==> src/rtl/fifo_pkg.sv <==
// fifo_pkg: shared widths, FSM state type and keep-mask helper for the
// FIFO read-side byte-to-word packer (fifo_rd_packer).
package fifo_pkg;

  localparam int unsigned BYTE_W = 8;
  localparam int unsigned WORD_W = 32;
  localparam int unsigned LANES  = 4;

  // IDLE: no bytes accumulated; ACCUM: 1..3 bytes accumulated.
  typedef enum logic {
    IDLE,
    ACCUM
  } state_t;

  // Contiguous lane mask for n valid bytes (n = 0..4).
  function automatic logic [LANES-1:0] keep_mask(input logic [2:0] n);
    case (n)
      3'd0:    keep_mask = 4'b0000;
      3'd1:    keep_mask = 4'b0001;
      3'd2:    keep_mask = 4'b0011;
      3'd3:    keep_mask = 4'b0111;
      default: keep_mask = 4'b1111;
    endcase
  endfunction

endpackage

==> src/rtl/fifo_rd_packer_timer.sv <==
// fifo_rd_packer_timer: idle-cycle counter that requests an auto-flush of a
// partial word. Only instantiated when FIFO_RD_PACKER_TIMEOUT_EN is defined.
// Ports:
//   clk, rst   - clock, asynchronous active-high reset
//   count_en   - one idle (no-pop) cycle spent in ACCUM
//   clear      - restart the count (pop, or packer not accumulating)
//   expire     - this idle cycle is the TIMEOUT_CYCLES-th in a row
module fifo_rd_packer_timer #(
  parameter int unsigned TIMEOUT_CYCLES = 16
) (
  input  logic clk,
  input  logic rst,
  input  logic count_en,
  input  logic clear,
  output logic expire
);

  localparam logic [7:0] LAST = 8'(TIMEOUT_CYCLES - 1);

  logic [7:0] cnt_q, cnt_d;

  // The count saturates at LAST so expire keeps firing while the output
  // register is stalled; the packer holds the flush as pending meanwhile.
  always_comb begin
    cnt_d = cnt_q;
    if (clear) begin
      cnt_d = '0;
    end else if (count_en && (cnt_q != LAST)) begin
      cnt_d = cnt_q + 8'd1;
    end
  end

  assign expire = count_en && (cnt_q == LAST);

  always_ff @(posedge clk or posedge rst) begin
    if (rst) begin
      cnt_q <= '0;
    end else begin
      cnt_q <= cnt_d;
    end
  end

endmodule

==> src/rtl/fifo_rd_packer.sv <==
// fifo_rd_packer: pops bytes from a FIFO read port and packs them, first byte
// in [7:0], into 32-bit words on a valid/ready output with a byte keep mask.
// Partial words leave on flush (or, with FIFO_RD_PACKER_TIMEOUT_EN defined,
// after TIMEOUT_CYCLES idle cycles in ACCUM).
// Ports:
//   clk, rst                 - clock, asynchronous active-high reset
//   fifo_empty, fifo_rd_data - FIFO status and head byte
//   fifo_rd_en               - pop request (combinational)
//   flush                    - force emission of a partial word
//   m_valid, m_ready         - output handshake
//   m_data, m_keep           - packed word and contiguous lane mask
module fifo_rd_packer
  import fifo_pkg::*;
#(
  parameter int unsigned TIMEOUT_CYCLES = 16
) (
  input  logic              clk,
  input  logic              rst,
  input  logic              fifo_empty,
  input  logic [7:0]        fifo_rd_data,
  output logic              fifo_rd_en,
  input  logic              flush,
  output logic              m_valid,
  input  logic              m_ready,
  output logic [31:0]       m_data,
  output logic [3:0]        m_keep
);

  if (TIMEOUT_CYCLES < 2 || TIMEOUT_CYCLES > 255) begin : g_bad_timeout
    $error("TIMEOUT_CYCLES must be in 2..255");
  end

  state_t              state_q, state_d;
  logic [1:0]          lane_q, lane_d;
  logic [WORD_W-1:0]   acc_q, acc_d;
  logic [WORD_W-1:0]   data_q, data_d;
  logic [LANES-1:0]    keep_q, keep_d;
  logic                valid_q, valid_d;
  logic                pend_q, pend_d;

  logic                pop;
  logic                out_free;
  logic                tmo_flush;
  logic                flush_req;
  logic [2:0]          fill;
  logic                emit_full;
  logic                emit_part;

  // Lane 3 may only be filled when the output register can take the word.
  assign fifo_rd_en = !fifo_empty && ((lane_q != 2'd3) || !valid_q || m_ready);
  assign pop        = fifo_rd_en;
  assign out_free   = !valid_q || m_ready;

`ifdef FIFO_RD_PACKER_TIMEOUT_EN
  fifo_rd_packer_timer #(
    .TIMEOUT_CYCLES(TIMEOUT_CYCLES)
  ) u_timer (
    .clk     (clk),
    .rst     (rst),
    .count_en((state_q == ACCUM) && !pop),
    .clear   (pop || (state_q == IDLE)),
    .expire  (tmo_flush)
  );
`else
  assign tmo_flush = 1'b0;
`endif

  always_comb begin
    state_d = state_q;
    lane_d  = lane_q;
    acc_d   = acc_q;
    data_d  = data_q;
    keep_d  = keep_q;
    valid_d = valid_q;
    pend_d  = pend_q;

    // Byte count including a same-cycle pop (0..4).
    fill      = {1'b0, lane_q} + {2'b00, pop};
    flush_req = flush || pend_q || tmo_flush;
    emit_full = pop && (lane_q == 2'd3);
    emit_part = !emit_full && flush_req && (fill != 3'd0) && out_free;

    if (pop) begin
      acc_d[{lane_q, 3'b000} +: BYTE_W] = fifo_rd_data;
    end

    if (valid_q && m_ready) begin
      valid_d = 1'b0;
    end

    case (state_q)
      IDLE, ACCUM: begin
        if (emit_full || emit_part) begin
          // Accumulator lanes above the fill are always zero, so the
          // partial word goes out with its unused lanes cleared.
          data_d  = acc_d;
          keep_d  = keep_mask(fill);
          valid_d = 1'b1;
          acc_d   = '0;
          lane_d  = 2'd0;
          pend_d  = 1'b0;
          state_d = IDLE;
        end else begin
          lane_d  = lane_q + {1'b0, pop};
          // Flush with bytes held but output stalled stays pending;
          // a flush with nothing held is dropped.
          pend_d  = flush_req && (fill != 3'd0);
          state_d = (fill != 3'd0) ? ACCUM : IDLE;
        end
      end
      default: state_d = IDLE;
    endcase
  end

  always_ff @(posedge clk or posedge rst) begin
    if (rst) begin
      state_q <= IDLE;
      lane_q  <= '0;
      acc_q   <= '0;
      data_q  <= '0;
      keep_q  <= '0;
      valid_q <= 1'b0;
      pend_q  <= 1'b0;
    end else begin
      state_q <= state_d;
      lane_q  <= lane_d;
      acc_q   <= acc_d;
      data_q  <= data_d;
      keep_q  <= keep_d;
      valid_q <= valid_d;
      pend_q  <= pend_d;
    end
  end

  assign m_valid = valid_q;
  assign m_data  = data_q;
  assign m_keep  = keep_q;

endmodule

==> config.mk <==
export PLATFORM = sky130hd
export DESIGN_NAME = fifo_rd_packer
export DESIGN_NICKNAME = d
export VERILOG_FILES = /design/src/rtl/fifo_pkg.sv /design/src/rtl/fifo_rd_packer_timer.sv /design/src/rtl/fifo_rd_packer.sv
export SDC_FILE = /design/constraint.sdc
export NUM_CORES = 1
export LEC_CHECK = 0
export ABC_AREA = 1
export CORE_AREA = 2 2 105 107
export CTS_CLUSTER_SIZE = 28
export DETAILED_ROUTE_END_ITERATION = 8
export DIE_AREA = 0 0 107 109
export SYNTH_ARGS = -nofsm -noshare
export SYNTH_HDL_FRONTEND = slang
export SYNTH_SLANG_ARGS = --single-unit
==> constraint.sdc <==
create_clock -name clk -period 2.7 [get_ports clk]
set_input_delay 0.81 -clock clk [delete_from_list [all_inputs] [get_ports clk]]
set_output_delay 0.81 -clock clk [all_outputs]
set_load 0.02 [all_outputs]
==> impl_metrics.tcl, run 1 <==
set metrics [dict create \
    finalMaxSlewViolations 0 \
    grt_overflow_total 0 \
    worst_ep_arrival_time_ps 1770 \
    fin_nets 505 \
    clock_sinks 72 \
    slew_headroom 0.734 \
    utilization 0.418 \
    insertion_delay_ps 340 \
    coreArea_um2 10600 \
    tritoncts "built" \
    vias 2956 \
    synth-seq-cells 72 \
    die-area_um2 11700 \
    peakVddDrop_uv 334 \
    p_per_area_nw_per_um2 929 \
    first_pass_iters 4 \
    h-tree-depth 3 \
    wl_per_cell_um 12.8 \
    antenna_cells 0 \
    layout.cells.most_common_list "nand2_1 (157), dfrtp_1 (72), nand3_1 (58), clkdlybuf4s50_1 (49)" \
    grt_pass1_vias 2919 \
    synth_warnings 0 \
    cts_made_buffers 9 \
    fin_tns_setup_ps 0 \
    netlist_instances 429 \
    grt.total_usage 0.149 \
    io_buffer_count 50 \
    die_h_um 109 \
    hpwlAfterDp_um 5700 \
    drive_gt1_frac 0.133 \
    ant_nets 0 \
    root_buffer "clkbuf_8" \
    hold_violations 0 \
    syn_nets 450 \
    cp-start-kind "primary input" \
    gp_congestion 0.884 \
    hp-class "reg -> reg" \
    post_cts_buffers 0 \
    end_kind "output pin" \
    min_period_ps 2580 \
    leakagePower_nw 2.24 \
    grt_max_degree 73 \
    use_met3 0.0257 \
    top_usage_layer "met2" \
    required_ps 1890 \
    hold_slack_ps 504 \
    setup_viol 0 \
    netlist_area_um2 3600 \
    period_share 0.957 \
    critPathMaxFanout 2 \
    start_util 0.339 \
    antenna_found_initial 0 \
    num_rows 38 \
    syn_to_final_growth_pct 23.2 \
    die_width_um 107 \
    path_class "in -> out" \
    yosysSeqAreaShare 0.501 \
    fillers 1078 \
    totalWireLength_um 8030 \
    layout.cells.non_filler 627 \
    final_common_cell "nand2_1" \
    drt_iter0_drc 135 \
    use_met1 0.198 \
    rsz0062_at_grt "no" \
    clk_pin_slew_ps 70 \
    drc 0 \
    drv_cap 0 \
    skew_ps 6.34 \
    dp_cells 613 \
    grt_pass1_wl_um 13700 \
    avgViaCountPerCell 4.71 \
    fmax_mhz 387 \
    met2_usage 0.244 \
    clockBufferDepth 2 \
    status "finished clean" \
    synth_cell_type_count 23 \
    worstMarginPinSlew_ps 399 \
    avgSynthCellArea_um2 8.38 \
    ioPinCount 51 \
]
[report_power, final]
part	leakage, nW	internal, mW	switching, mW	total [mW]
Clock	0.0886	0.400	0.366	0.766
Combinational	1.16	0.698	1.28	1.98
Sequential	0.991	1.27	0.100	1.37
[critical path: stages]
cell and delay [ps]:
clkdlybuf4s50_1 490, nor2_2 60, nor2_4 80, dlygate4sd2_1 330
[through the flow]
stage / cell area (µm²) / worst slack, ps / total power [mW]
2_1_floorplan: 3600 / 65.1 / 2.76
3_5_place_dp: 4260 / -193 / 3.38
5_1_grt: 4430 / 7.30 / 4.43
6_report: 4430 / 115 / 4.12
4_1_cts: 4430 / 101 / 4.16
3_3_place_gp: 4260 / -165 / 3.34
[layer usage]
| layer | share of wire | vias up | routed length [µm] |
|---|---|---|---|
| met4 | 0.013 | 0 | 104 |
| met2 | 0.47 | 67 | 3800 |
| met1 | 0.46 | 1387 | 3720 |
| met3 | 0.050 | 9 | 403 |
| li1 | - | 1493 | - |
| met5 | 0 | - | 0 |
[synthesized netlist by cell type, drive strengths merged]
cell      n  area, µm²
a21oi    29        145
buf      23        179
dfrtp    72       1800
ha        8        100
inv      15       56.3
nand2   159        602
nand3    79        508
nand4     1       6.26
nor2     33        136
nor2b     3       18.8
nor3      2       10.0
o211ai    1       7.51
o21ai     3       18.8
or2       1       6.26
[sequential cells by signal, summed over array words and instances (netlist names)]
signal and flops:
acc_q 32, m_data 32, m_keep 4, lane_q 2, m_valid 1, pend_q 1
[final timing paths]
path,startpoint,end,slack (ps),cells after the start
worst max-delay path,m_ready,fifo_rd_en,120,4
worst min-delay path,m_data[23]$_DFFE_PP0P_,m_data[23]$_DFFE_PP0P_,500,2
worst max register to register,lane_q[1]$_DFF_PP0_,m_data[9]$_DFFE_PP0P_,340,14
worst min register to register,m_data[23]$_DFFE_PP0P_,m_data[23]$_DFFE_PP0P_,500,2
max in group asynchronous,rst,m_data[3]$_DFFE_PP0P_,1510,3
min in group asynchronous,rst,m_data[24]$_DFFE_PP0P_,850,3
[timing repair]
item | in CTS | in global routing
hold endpoints to repair | 0 | 0
gates cloned | 0 | 0
endpoints found under the setup margin | 1 | 18
pin swaps | 0 | 0
resized for setup | 1 | 1
hold buffers | 0 | 0
[kinds of logic after synthesis]
| family | count (synthesis) | synth area share |
|---|---|---|
| and+or+nand+nor | 278 | 0.358 |
| DFF | 72 | 0.501 |
| adders and majority gates | 8 | 0.0278 |
| AOI/OAI and AO/OA | 33 | 0.0477 |
| buffers and inverters | 38 | 0.0654 |
[cell type report]
type,count,area [µm²],share of cell area
flip-flops and latches,72,1800,0.407
multi-input cells,319,1560,0.352
repair buffers,67,664,0.150
well taps,140,175,0.0395
clock buffers,14,173,0.0390
inverters,15,56.3,0.0127
Power figures use the tool's default switching activity.
==> run 2, diff against run 1 <==
Settings changed: CAP_MARGIN from default to 20.
==> results of run 2 <==
Final layout, timing and power as in run 1 (identical DEF).
